## src/rtl/mem_bus_arbiter.sv

```systemverilog
// mem_bus_arbiter: shares the single-ported Memory bus between master 0 (CPU6)
// and master 1 (DMA/console). Each access runs IDLE/ACK -> ACCESS -> CAPTURE -> ACK.
// Build option: define ARB_ROUND_ROBIN_EN for a round-robin tie-break; otherwise
// master 0 has fixed priority and the round-robin pointer is not built.
module mem_bus_arbiter #(
    parameter int ADDR_W = 16,
    parameter int DATA_W = 8
) (
    input  logic              clock,
    input  logic              reset,
    input  logic              m0_req,
    input  logic              m0_we,
    input  logic [ADDR_W-1:0] m0_addr,
    input  logic [DATA_W-1:0] m0_wdata,
    input  logic              m1_req,
    input  logic              m1_we,
    input  logic [ADDR_W-1:0] m1_addr,
    input  logic [DATA_W-1:0] m1_wdata,
    output logic              m0_ack,
    output logic [DATA_W-1:0] m0_rdata,
    output logic              m1_ack,
    output logic [DATA_W-1:0] m1_rdata,
    output logic [ADDR_W-1:0] mem_addr,
    output logic              mem_we,
    output logic [DATA_W-1:0] mem_wdata,
    input  logic [DATA_W-1:0] mem_rdata,
    output logic              owner
);

    typedef enum logic [1:0] {IDLE, ACCESS, CAPTURE, ACK} state_t;

    state_t            state;
    state_t            state_next;
    logic              grant;
    logic              winner;
    logic              acc_we;
    logic              win_we;
    logic [ADDR_W-1:0] win_addr;
    logic [DATA_W-1:0] win_wdata;
`ifdef ARB_ROUND_ROBIN_EN
    logic              rr_next;
`endif

    // Next-state logic and arbitration (IDLE and ACK are the only grant points)
    always_comb begin
        state_next = state;
        grant      = 1'b0;
        winner     = owner;
        case (state)
            IDLE: begin
                if (m0_req || m1_req) begin
                    grant      = 1'b1;
                    state_next = ACCESS;
`ifdef ARB_ROUND_ROBIN_EN
                    winner     = (m0_req && m1_req) ? rr_next : !m0_req;
`else
                    winner     = !m0_req;
`endif
                end
            end
            ACCESS:  state_next = CAPTURE;
            CAPTURE: state_next = ACK;
            ACK: begin
                // The owner is still dropping its req here, so only the other master counts
`ifdef ARB_ROUND_ROBIN_EN
                if (owner ? m0_req : m1_req) begin
`else
                if (owner ? m0_req : (m1_req && !m0_req)) begin
`endif
                    grant      = 1'b1;
                    winner     = !owner;
                    state_next = ACCESS;
                end else begin
                    state_next = IDLE;
                end
            end
            default: state_next = IDLE;
        endcase
    end

    // Select the winning master's access qualifiers
    always_comb begin
        win_we    = winner ? m1_we    : m0_we;
        win_addr  = winner ? m1_addr  : m0_addr;
        win_wdata = winner ? m1_wdata : m0_wdata;
    end

    // State, ownership, bus drive and read-data registers
    always_ff @(posedge clock) begin
        if (reset) begin
            state     <= IDLE;
            owner     <= 1'b0;
            acc_we    <= 1'b0;
            mem_we    <= 1'b0;
            mem_addr  <= '0;
            mem_wdata <= '0;
            m0_rdata  <= '0;
            m1_rdata  <= '0;
`ifdef ARB_ROUND_ROBIN_EN
            rr_next   <= 1'b0;
`endif
        end else begin
            state  <= state_next;
            mem_we <= grant && win_we;
            if (grant) begin
                owner     <= winner;
                acc_we    <= win_we;
                mem_addr  <= win_addr;
                mem_wdata <= win_wdata;
`ifdef ARB_ROUND_ROBIN_EN
                rr_next   <= !winner;
`endif
            end
            if (state == CAPTURE && !acc_we) begin
                if (owner) begin
                    m1_rdata <= mem_rdata;
                end else begin
                    m0_rdata <= mem_rdata;
                end
            end
        end
    end

    assign m0_ack = (state == ACK) && !owner;
    assign m1_ack = (state == ACK) && owner;

endmodule

```

## config.mk

```make
export PLATFORM = sky130hd
export DESIGN_NAME = mem_bus_arbiter
export DESIGN_NICKNAME = d
export VERILOG_FILES = /design/src/rtl/mem_bus_arbiter.sv
export SDC_FILE = /design/constraint.sdc
export NUM_CORES = 1
export LEC_CHECK = 0
export CAP_MARGIN = 20
export CORE_MARGIN = 2
export CORE_UTILIZATION = 40
export DETAILED_ROUTE_END_ITERATION = 12
export PLACE_DENSITY = 0.85
export SYNTH_ARGS = -nofsm -noshare
export SYNTH_HDL_FRONTEND = slang
export SYNTH_SLANG_ARGS = --single-unit
export TNS_END_PERCENT = 30
```

## constraint.sdc

```tcl
create_clock -name clock -period 2.4 [get_ports clock]
set_clock_uncertainty 0.05 [all_clocks]
set_input_delay 0.36 -clock clock [delete_from_list [all_inputs] [get_ports clock]]
set_output_delay 0.36 -clock clock [all_outputs]
set_load 0.02 [all_outputs]
```

==> results of run 1 <==
[layout make-up]
class	count	area, sq um	share of cell area (%)
repair buffers	113	1131	33.92
multi-input cells	164	1124	33.70
flip-flops and latches	45	900.9	27.02
well taps	70	87.58	2.627
clock buffers	7	76.32	2.289
clock inverters	1	7.507	0.2251
inverters	2	7.507	0.2251
[sequential cells by signal, summed over array words and instances (netlist names)]
register   flops
state          2
mem_addr      16
m1_rdata       8
acc_we         1
mem_we         1
owner          1
mem_wdata      8
m0_rdata       8
[through the flow]
step                      hold slack, ns  power [W]  std cells
final                             0.4510   0.004354        402
after detailed placement          0.4356   0.003927        394
after global placement            0.4240   0.003859        394
after global routing              0.4825   0.004650        402
after floorplan                   0.4162   0.003024        231
after CTS                         0.4573   0.004382        402
[layout by cell type, fill, tap and decap left out, drive strengths merged, types with 2 or more instances in the layout]
cell           synthesis  final
mux2i                 17     17
buf                   15      9
clkdlybuf4s50          0    104
dfxtp                 45     45
nor3b                  4      4
inv                    2      2
nand2b                 3      3
nor2b                  2      2
and2                   2      2
a21oi                 28     28
clkbuf                 5      7
ha                     3      3
a211oi                 2      2
a311oi                24     24
nand2                 50     50
nor2                  20     20
[metal layers]
metal	up-vias	track usage (%)	share of wire, %
li1	1013	-	-
met1	947	21.62	43
met2	82	34.61	49
met3	6	5.698	7.2
met4	0	5.179	1.1
met5	-	0	0
[logic make-up after synthesis]
logic type / Yosys count / synth area share, %
AO/OA/AOI/OAI: 60 / 25.19
adder cells (fa/ha/maj): 3 / 1.741
flip-flops: 45 / 41.79
AND/OR/NAND/NOR: 84 / 17.30
buffers and inverters: 22 / 6.094
multiplexers: 17 / 7.893
[power by group through the flow]
stage          Clock (W)  Sequential (W)  Combinational, W
2_1_floorplan          0         0.00150           0.00153
3_3_place_gp           0         0.00121           0.00265
3_5_place_dp           0         0.00122           0.00271
4_1_cts         0.000453         0.00120           0.00273
5_1_grt         0.000493         0.00124           0.00292
6_report        0.000443         0.00120           0.00271
[worst max-delay path, cell delays in order, from the launching register on]
cell,delay (ns)
dfxtp_1,0.38
inv_1,0.08
ha_1,0.39
nor2b_1,0.24
o22a_1,0.28
buf_12,0.19
nand2_1,0.07
a311oi_1,0.30
[final timing paths]
check / to / slack [ns] / start
worst max-delay path: mem_addr[3] / 0.29 / state[0]
worst min-delay path: m0_rdata[6] / 0.45 / m0_rdata[6]
worst max register to register: mem_addr[3] / 0.29 / state[0]
worst min register to register: m0_rdata[6] / 0.45 / m0_rdata[6]
==> results.sh, run 1 <==
export IMPL_outcome="complete, no violations"
export IMPL_grt_start_max_net_pins=27
export IMPL_start_util_pct=41.94
export IMPL_p_comb_share_pct=62.2
export IMPL_synth_warnings=0
export IMPL_path_class="reg2reg"
export IMPL_nFillCells=466
export IMPL_clk_pin_slew_ns=0.08
export IMPL_cts_sinks=45
export IMPL_drv_slew=0
export IMPL_critical_path_peak_fanout=23
export IMPL_fin_nets=396
export IMPL_htree_levels=2
export IMPL_drtAntennaViolNets=0
export IMPL_finalInstanceArea_sq_um=3334
export IMPL_ys_types=30
export IMPL_tightest_slew_ns=0.5895
export IMPL_synthCells=231
export IMPL_avgViaCountPerCell=5.095
export IMPL_grtUsageTotal_pct=19.07
export IMPL_cts_buffers=5
export IMPL_worstSkewPairLatency_ns=0.28
export IMPL_io_pins=106
export IMPL_synth_avg_cell_area_sq_um=9.333
export IMPL_cp_arrival_ns=2.24
export IMPL_vias=2048
export IMPL_cp_end_kind="register"
export IMPL_die_w_microns=77.42
export IMPL_setup_tns_ns=0
export IMPL_fin_crit_sh_pct=87.94
export IMPL_cts_hold_buf=0
export IMPL_cts_setup_buffers=0
export IMPL_place_gp_congestion=0.7135
export IMPL_yosysMostFrequentCell="nand2_1"
export IMPL_max_slew_margin_pct=60.70
export IMPL_synth_edf_count=0
export IMPL_drtIter0Drc=56
export IMPL_postSynthNetCount=296
export IMPL_numPortBuffers=105
export IMPL_p_sw_share_pct=43.52
export IMPL_synth_flop_cell="dfxtp_1"
export IMPL_finalSetupViolCount=0
export IMPL_fmax_mhz=473.8
export IMPL_leakage_nw=1.254
export IMPL_power_switching_w=0.001895
export IMPL_cts_resized_gates=0
export IMPL_synth_area_leaders="dfxtp_1 (42%), a311oi_2 (13%), nand2_1 (8.7%)"
export IMPL_hold_path_cell_count=2
export IMPL_first_pass_iters=4
export IMPL_cts_tree="done"
export IMPL_grt_ovfl_total=0
export IMPL_antenna_found_initial=0
export IMPL_async_flop_share_pct=0
export IMPL_place_hpwl_microns=4253
export IMPL_hold_path_class="reg2reg"
export IMPL_netlist_area_leader_share_pct=41.79
export IMPL_first_global_vias=2062
export IMPL_dp_slack_ns=0.2870
export IMPL_die_area_sq_um=5993
export IMPL_cts_root_buf="clkbuf_8"
export IMPL_diodes=0
export IMPL_syn2layout_area_growth_pct=54.67
export IMPL_core_sq_um=5140
export IMPL_clkPwrFrac_pct=10.2
export IMPL_routed_wirelength_microns=5738
export IMPL_pwr_share_seq_pct=27.6
export IMPL_grt_pass1_wl_microns=9335
export IMPL_layout_drive_gt1_share_pct=12.35
export IMPL_placementRows=26
export IMPL_p_int_w=0.002459
export IMPL_synth_seq_area_share_pct=41.79
export IMPL_min_period_ns=2.111
export IMPL_yosys_register_bits=45
export IMPL_fin_util_pct=64.87
export IMPL_post_drt_wl_per_cell_microns=14.27
export IMPL_ys_top_cells_by_count="nand2_1 (50), dfxtp_1 (45), a21oi_1 (28)"
export IMPL_synth_area_sq_um=2156
export IMPL_die_h_microns=77.42
export IMPL_postPlaceCellArea_sq_um=3251
export IMPL_powerDensity_nw_per_um2=1306
export IMPL_drcViolationCount=0
export IMPL_irDropWorstVdd_mv=0.7100
export IMPL_fin_ws_ns=0.2894
export IMPL_clockBufferDepth=2
export IMPL_rsz0062_at_grt="no"
export IMPL_rr_worst_depth=7
export IMPL_hold_violations=0
export IMPL_synth_area_leader_cell="dfxtp_1"
export IMPL_drv_cap=0
export IMPL_start_kind="register"
export IMPL_cp_required_ns=2.53
No activity file was read; power rests on OpenSTA's default activity.
==> run 2: changes to the inputs <==
--- a/config.mk
+++ b/config.mk
@@ -6,7 +6,6 @@
 export NUM_CORES = 1
 export LEC_CHECK = 0
 export CAP_MARGIN = 20
-export CORE_MARGIN = 2
 export CORE_UTILIZATION = 40
 export DETAILED_ROUTE_END_ITERATION = 12
 export PLACE_DENSITY = 0.85
==> run 2 against run 1 <==
Compared with the run above: die area fell by 5.1%; first-iteration DRC count rose by 21%; flip-flop and latch count did not move; total power rose by 2.1%; global-route usage rose by 1.1 points; combinational power fell by 2%; final cell count fell by 0.25%; sequential power barely moved; sequential share of layout area fell by 0.091 points; clock power rose by 30%; routed wire length fell by 3.4%; largest cell class is now multi-input combinational cells.
==> results.sh, run 2 (synthesis results as in run 1) <==
export IMPL_largest_register_ffs=16
export IMPL_drtIter0Drc=68
export IMPL_dp_cells=393
export IMPL_max_slew_margin_pct=61.46
export IMPL_setup_tns_ns=0
export IMPL_layout_drive_gt1_share_pct=12.69
export IMPL_layout_commonest_cell="clkdlybuf4s50_1"
export IMPL_antenna_found_initial=0
export IMPL_avgViaCountPerCell=5.100
export IMPL_diodes=0
export IMPL_io_pins=106
export IMPL_irDropWorstVdd_mv=0.6772
export IMPL_cp_required_ns=1.99
export IMPL_crit_family="buffers and inverters"
export IMPL_cts_sinks=45
export IMPL_critical_path_peak_fanout=5
export IMPL_grt_start_max_net_pins=46
export IMPL_p_total_w=0.004444
export IMPL_die_h_microns=75.42
export IMPL_cts_tree="done"
export IMPL_clockBufferDepth=2
export IMPL_post_drt_wl_per_cell_microns=13.83
export IMPL_placementRows=26
export IMPL_use_met2_pct=35.22
export IMPL_place_hpwl_microns=3938
export IMPL_drtAntennaViolNets=0
export IMPL_die_w_microns=75.42
export IMPL_crit_slowest_cell="clkdlybuf4s50_1"
export IMPL_cts_root_buf="clkbuf_8"
export IMPL_worstSkewPairLatency_ns=0.30
export IMPL_rr_worst_depth=5
export IMPL_drv_cap=0
export IMPL_cts_buffers=5
export IMPL_fin_nets=395
export IMPL_grt_pass1_wl_microns=8687
export IMPL_grt_use_met3_pct=6.878
export IMPL_start_util_pct=41.94
export IMPL_fin_crit_sh_pct=87.82
export IMPL_rsz0062_at_grt="no"
export IMPL_die_area_sq_um=5687
export IMPL_htree_levels=2
export IMPL_powerDensity_nw_per_um2=1328
export IMPL_routed_wirelength_microns=5545
export IMPL_place_gp_congestion=0.6959
export IMPL_leakage_nw=1.264
export IMPL_use_met1_pct=21.78
export IMPL_final_cell_mix="clkdlybuf4s50_1 (104), nand2_1 (50), dfxtp_1 (45)"
export IMPL_clk_pin_slew_ns=0.09
export IMPL_finalSetupViolCount=0
export IMPL_cts_setup_buffers=0
export IMPL_drv_slew=0
export IMPL_vias=2045
export IMPL_core_sq_um=5140
export IMPL_top_usage_layer="met2"
export IMPL_tightest_slew_ns=0.5781
export IMPL_syn2layout_area_growth_pct=55.19
export IMPL_cp_num_buf_inv=1
export IMPL_fin_ws_ns=0.2923
export IMPL_path_class="reg2out"
export IMPL_outcome="complete, no violations"
export IMPL_hold_violations=0
export IMPL_hold_path_class="reg2reg"
export IMPL_grt_ovfl_total=0
export IMPL_cp_end_kind="primary output"
export IMPL_cp_depth=3
export IMPL_numPortBuffers=105
export IMPL_critical_path_max_stage_delay_ns=0.61
export IMPL_drcViolationCount=0
export IMPL_first_global_vias=1972
export IMPL_top_register="mem_addr"
export IMPL_min_period_ns=2.108
export IMPL_cp_arrival_ns=1.70
export IMPL_start_kind="register"
export IMPL_hold_path_cell_count=2
export IMPL_fmax_mhz=474.5
export IMPL_finalNonFillerCells=401
export IMPL_dp_slack_ns=0.2379
export IMPL_first_pass_iters=4
export IMPL_path_cells="ha_1 > nor2b_1 > clkdlybuf4s50_1"
export IMPL_grtUsageTotal_pct=20.17
export IMPL_cts_hold_buf=0
export IMPL_hold_worst_slack_ns=0.4472
export IMPL_cts_resized_gates=0
-- run 2: changes by cell type in the layout (fill, tap and decap cells not counted), sizes merged --
cell    delta
clkinv     +1
bufinv     +1
buf        -1
clkbuf     -2
-- run 2: cell type report --
class                      count  area, sq um
clock buffer                   5        68.82
tap                           70        87.58
inverter                       2        7.507
multi-input combinational    164         1124
timing repair buffer         112         1111
sequential                    45        900.9
fill                         438         1794
clock inverter                 3        46.29
-- run 2: final timing paths --
path / startpoint / to / slack (ns)
max: state[1] / m0_ack / 0.29
min: m0_rdata[4] / m0_rdata[4] / 0.45
max reg2reg: state[0] / mem_we / 0.42
min reg2reg: m0_rdata[4] / m0_rdata[4] / 0.45
-- run 2: routing by layer --
metal	part of all wire [%]	vias to the layer above
met4	2.5	0
li1	-	1014
met1	43	924
met2	45	92
met3	10	15
met5	0	-
-- run 2: power by group --
group	leakage (nW)	internal, W	switching (W)	total [W]
Sequential	0.368	0.00103	0.000182	0.00121
Clock	0.0543	0.000312	0.000264	0.000576
Combinational	0.841	0.00120	0.00146	0.00265
Total	1.26	0.00254	0.00190	0.00444
-- run 2: worst min-delay path, stage by stage, from the launching register on --
cell and delay, ns:
dfxtp_1 0.33, mux2i_1 0.06, nor2_1 0.07
-- run 2: per-stage QoR --
stage | utilization (%) | instance area (sq um)
CTS | 65.09 | 3346
global placement | 62.85 | 3231
global route | 65.09 | 3346
detailed placement | 62.85 | 3231
finish | 65.09 | 3346
floorplan | - | 2156
